$ cat src/rtl/toggle_cover_drain.sv
// toggle_cover_drain: records which per-bit cover points have been hit and
// streams the absolute index of each newly hit point over a valid/ready channel.
// Optional build macro TOGGLE_DRAIN_DEDUP_EN: when defined, each point is reported
// at most once between resets/clears; when undefined, every hit cycle pends the bit.
module toggle_cover_drain #(
   parameter int unsigned WIDTH       = 130,
   parameter int unsigned COVER_INDEX = 0,
   parameter int unsigned COVER_TOTAL = 38253,
   parameter int unsigned IDX_W       = 64
) (
   input  logic                         clock,
   input  logic                         reset,
   input  logic [WIDTH-1:0]             valid,
   input  logic                         clear,
   output logic                         out_valid,
   input  logic                         out_ready,
   output logic [IDX_W-1:0]             out_index,
   output logic [$clog2(WIDTH+1)-1:0]   covered_count,
   output logic                         all_covered,
   output logic                         busy
);

   localparam int unsigned CW = $clog2(WIDTH + 1);
   localparam int unsigned BW = (WIDTH > 1) ? $clog2(WIDTH) : 1;

   // The absolute index range of this instance must fit inside the design total.
   if (COVER_INDEX + WIDTH > COVER_TOTAL) begin : g_range_check
      $error("toggle_cover_drain: COVER_INDEX + WIDTH exceeds COVER_TOTAL");
   end

   logic [WIDTH-1:0] covered;
   logic [WIDTH-1:0] pending;
   logic [WIDTH-1:0] fresh;
   logic [WIDTH-1:0] take;
   logic [WIDTH-1:0] low_onehot;
   logic [BW-1:0]    low_idx;
   logic             found;
   logic             stage_free;
   logic             load;
   logic [CW-1:0]    pop_count;

   // Decide which incoming hits become new reports.
   always_comb begin
`ifdef TOGGLE_DRAIN_DEDUP_EN
      fresh = valid & ~covered;
`else
      fresh = valid;
`endif
   end

   // Pick the lowest pending bit so same-cycle hits drain in ascending order.
   always_comb begin
      low_onehot = '0;
      low_idx    = '0;
      found      = 1'b0;
      for (int i = 0; i < int'(WIDTH); i++) begin
         if (pending[i] && !found) begin
            low_onehot[i] = 1'b1;
            low_idx       = BW'(i);
            found         = 1'b1;
         end
      end
   end

   // The holding register loads when it is empty or being drained; clear leaves it alone.
   always_comb begin
      stage_free = !out_valid || out_ready;
      load       = stage_free && found && !clear;
      take       = load ? low_onehot : '0;
   end

   // Population count of the covered bitmap, registered below.
   always_comb begin
      pop_count = '0;
      for (int i = 0; i < int'(WIDTH); i++) begin
         pop_count = pop_count + CW'(covered[i]);
      end
   end

   // Coverage and pending bitmaps; clear restarts both from this cycle's hits.
   always_ff @(posedge clock or negedge reset) begin
      if (!reset) begin
         covered <= '0;
         pending <= '0;
      end else if (clear) begin
         covered <= valid;
         pending <= valid;
      end else begin
         covered <= covered | valid;
         pending <= (pending & ~take) | fresh;
      end
   end

   // Output holding register: stays put while stalled, drops only after a transfer.
   always_ff @(posedge clock or negedge reset) begin
      if (!reset) begin
         out_valid <= 1'b0;
         out_index <= '0;
      end else if (load) begin
         out_valid <= 1'b1;
         out_index <= IDX_W'(COVER_INDEX) + IDX_W'(low_idx);
      end else if (stage_free) begin
         out_valid <= 1'b0;
      end
   end

   // Registered covered count, one cycle behind the bitmap.
   always_ff @(posedge clock or negedge reset) begin
      if (!reset) begin
         covered_count <= '0;
      end else begin
         covered_count <= pop_count;
      end
   end

   // Status outputs derived from registers only.
   always_comb begin
      all_covered = (covered_count == CW'(WIDTH));
      busy        = (pending != '0) || out_valid;
   end

endmodule

$ cat config.mk
export PLATFORM = sky130hd
export DESIGN_NAME = toggle_cover_drain
export DESIGN_NICKNAME = d
export VERILOG_FILES = /design/src/rtl/toggle_cover_drain.sv
export SDC_FILE = /design/constraint.sdc
export NUM_CORES = 1
export LEC_CHECK = 0
export ABC_AREA = 1
export BUFFER_PORTS_ARGS = -buffer_cell sky130_fd_sc_hd__buf_4
export CORE_ASPECT_RATIO = 2
export CORE_MARGIN = 2
export CORE_UTILIZATION = 45
export CTS_CLUSTER_SIZE = 16
export DETAILED_ROUTE_END_ITERATION = 8
export GPL_TIMING_DRIVEN = 1
export PLACE_DENSITY = 0.73
export SLEW_MARGIN = 20
export SYNTH_ARGS = -nofsm -noshare
export SYNTH_HDL_FRONTEND = slang
export SYNTH_SLANG_ARGS = --single-unit
$ cat constraint.sdc
create_clock -name clock -period 7.4 [get_ports clock]
set_input_delay 1.11 -clock clock [delete_from_list [all_inputs] [get_ports clock]]
set_output_delay 1.11 -clock clock [all_outputs]
set_load 0.005 [all_outputs]
==> load_flow_metrics.sql <==
INSERT INTO impl_metrics (metric_group, metric, value, unit) VALUES
('routing', 'detail_route.vias_per_cell', '5.185', ''),
('sta', 'slew_viol_final', '0', ''),
('setup_path', 'critical_path_fanout_max', '6', ''),
('setup_path', 'path_common_cell', 'sky130_fd_sc_hd__nor2_4', ''),
('place', 'post-place-cells', '2439', ''),
('setup_path', 'worst-setup-path-type', 'flip-flop to output port', ''),
('routing', 'detail_route.drc_violations', '0', ''),
('clock_network', 'clock_tree.buffer_depth', '3', ''),
('synth', 'synth-seq-area-share', '41.87', '%'),
('grt', 'grt_overflow_total', '0', ''),
('final_layout', 'layout.core_utilization', '52.69', '%'),
('synth', 'synth_seq_cells', '277', ''),
('synth', 'syn_avg_cell_area', '8.858', 'sq um'),
('sta', 'whs', '420.9', 'ps'),
('clock_network', 'tritoncts_clock_tree', 'yes', ''),
('routing', 'detailroute.via_count', '13050', ''),
('synth', 'mappedNetlistArea', '16560', 'sq um'),
('sta', 'fin_crit_sh', '97.64', '%'),
('clock_network', 'cts_buffers', '27', ''),
('final_layout', 'drive_gt1_share', '14.02', '%'),
('setup_path', 'worstPathRequired', '6290', 'ps'),
('synth', 'synth_edf_count', '0', ''),
('setup_path', 'crit_arrival', '6120', 'ps'),
('floorplan', 'start_util', '45.46', '%'),
('routing', 'drt-wirelength-per-cell', '18.60', 'um'),
('synth', 'async_reset_ff_share', '100.0', '%'),
('floorplan', 'row_count', '99', ''),
('final_layout', 'area.growth.synth_to_final', '15.91', '%'),
('floorplan', 'floorplan.core_area', '36420', 'sq um'),
('setup_path', 'critical_path.slowest_cell', 'sky130_fd_sc_hd__dfrtp_1', ''),
('clock_network', 'htreeDepth', '1', ''),
('routing', 'drt.antenna.violating_nets', '0', ''),
('synth', 'synthCells', '1869', ''),
('place', 'hpwlAfterDp', '36600', 'um'),
('final_layout', 'final_cells', '2516', ''),
('floorplan', 'chipHeight', '275.3', 'um'),
('setup_path', 'cp-end-kind', 'output port', ''),
('grt', 'grt_antenna_before_repair', '0', ''),
('final_layout', 'n_fill_cell', '3395', ''),
('final_layout', 'multi_input_area', '7547', 'sq um'),
('sta', 'max_clock_freq', '0.1384', 'GHz'),
('floorplan', 'die_area', '38430', 'sq um'),
('grt', 'grt_start_max_net_pins', '145', ''),
('routing', 'firstDrtPassIters', '5', ''),
('setup_path', 'critPathBufInv', '7', ''),
('setup_path', 'startpoint_type', 'flip-flop', ''),
('synth', 'synthFlopType', 'sky130_fd_sc_hd__dfrtp_1', ''),
('min_path', 'timing.hold.worst.class', 'input port to async pin', ''),
('sta', 'skew', '14.50', 'ps'),
('floorplan', 'top_ports', '209', ''),
('final_layout', 'n_antenna_cell', '0', ''),
('job', 'maxCapViolations', '0', ''),
('sta', 'post-route-min-period', '7225', 'ps'),
('sta', 'finalSetupViolations', '0', ''),
('floorplan', 'die_w', '139.6', 'um'),
('status', 'run_status', 'finished clean', ''),
('synth', 'synth-warning-count', '0', ''),
('sta', 'transition_at_the_pin_with_the_smallest_max_transition_slack', '991.6', 'ps'),
('place', 'place.gp.congestion', '0.9377', ''),
('clock_network', 'clkTransAtPathRegs', '70', 'ps'),
('grt', 'grt_pass1_vias', '13480', ''),
('clock_network', 'cts.root.buffer_cell', 'sky130_fd_sc_hd__clkbuf_16', ''),
('setup_path', 'timing.critical_path.slowest_cell_delay', '420', 'ps'),
('setup_path', 'cp_top_family', 'simple AND/OR/NAND/NOR gates', ''),
('sta', 'grt_setup_unrepaired', 'true', ''),
('sta', 'hold_viol', '0', ''),
('synth', 'synth_cell_types', '60', ''),
('clock_network', 'cts.hold.buffers_added', '0', ''),
('clock_network', 'cts.sinks', '277', ''),
('place', 'input_output_buffers', '152', ''),
('clock_network', 'clock_insertion_delay_worst_skew', '570', 'ps'),
('routing', 'final_routed_wirelength_across_all_metal_layers', '46790', 'um'),
('sta', 'max-slew-margin-rel', '33.28', '%'),
('final_layout', 'final-seq-area', '6932', 'sq um'),
('grt', 'grt.total_usage', '24.19', '%'),
('final_layout', 'layout.nets', '2317', ''),
('routing', 'drt-initial-drc-count', '779', ''),
('grt', 'grt_first_pass_wirelength', '71420', 'um');
-- registers in the layout, summed over array words and instances, names as in the netlist --
name	flops
covered	130
pending	130
covered_count	8
out_index	8
out_valid	1
-- stage by stage --
step | cell area [sq um] | setup slack [ps] | TNS (ps)
after floorplan | 16760 | 650.0 | 0
after global placement | 17850 | 405.4 | 0
after detailed placement | 17850 | 301.7 | 0
after CTS | 18900 | 92.64 | 0
after global routing | 19190 | -163.9 | -163.9
final | 19190 | 174.9 | 0
-- cell usage in the layout, fill, tap and decap left out, types with 41 or more instances in the layout --
master / netlist / layout
sky130_fd_sc_hd__inv_1: 425 / 425
sky130_fd_sc_hd__nand2_1: 291 / 290
sky130_fd_sc_hd__dfrtp_1: 277 / 277
sky130_fd_sc_hd__o21ai_0: 227 / 226
sky130_fd_sc_hd__buf_4: 59 / 182
sky130_fd_sc_hd__fa_1: 117 / 117
sky130_fd_sc_hd__nor2_1: 96 / 95
sky130_fd_sc_hd__conb_1: 1 / 56
sky130_fd_sc_hd__o21ai_1: 46 / 47
sky130_fd_sc_hd__nand3_1: 41 / 41
-- final timing paths --
path | from | endpoint | slack, ps | depth (start not counted)
worst max-delay path | pending[4] | busy | 170 | 41
worst min register to register | out_index[3] | out_index[3] | 490 | 2
min in group clock | out_index[3] | out_index[3] | 490 | 2
worst max register to register | covered[101] | covered_count[6] | 360 | 24
max in group asynchronous | reset | pending[125] | 5900 | 2
worst min-delay path | reset | pending[68] | 420 | 1
-- routing by layer --
metal  routed length (um)  track usage, %
met1                15170           23.26
met2                26010           47.12
met3                 1509           1.752
met4                 4096           18.66
met5                    0               0
-- Yosys cell counts (all sizes together), types with 3 or more instances --
| library cell | n | share of area [%] |
|---|---|---|
| o211ai | 13 | 0.59 |
| a22o | 3 | 0.16 |
| nand3 | 44 | 1.5 |
| inv | 433 | 9.8 |
| nor2 | 116 | 3.5 |
| nor3 | 30 | 1.0 |
| clkbuf | 17 | 0.39 |
| o2111ai | 5 | 0.26 |
| nand2 | 305 | 7.3 |
| o21ai | 273 | 8.3 |
| xor2 | 4 | 0.21 |
| o41ai | 3 | 0.16 |
| dfrtp | 277 | 42 |
| dlygate4sd3 | 4 | 0.24 |
| buf | 76 | 3.6 |
| ha | 25 | 1.9 |
| fa | 117 | 14 |
| a21oi | 23 | 0.70 |
| nand3b | 7 | 0.32 |
| nand4 | 29 | 1.1 |
| nor4 | 10 | 0.38 |
| o31ai | 22 | 1.0 |
| nor3b | 5 | 0.23 |
| or2 | 4 | 0.15 |
| o311ai | 4 | 0.21 |
-- kinds of logic after synthesis --
family / share of synthesized area, %
simple gates: 15.60
buf+inv: 14.15
compound gates: 12.05
flops: 41.87
fa+ha+maj: 16.04
xor+xnor: 0.2645
other cells: 0.02265
-- final cells by class --
| cell class | instances | share of cell area, % |
|---|---|---|
| clock inverters | 15 | 1.493 |
| clock buffers | 35 | 3.990 |
| flip-flops and latches | 277 | 36.12 |
| inverters | 434 | 8.554 |
| multi-input cells | 1115 | 39.33 |
| well taps | 454 | 2.960 |
| repair buffers | 186 | 7.550 |
-- timing repair --
item / 4_1_cts / 5_1_grt
setup endpoints to repair: 0 / 2
buffers inserted: 0 / 26
gates resized for setup: 0 / 17
Power is left out: the tool's default activity adds up to more than one toggle a clock period on the data nets, which glitch-free logic cannot reach.
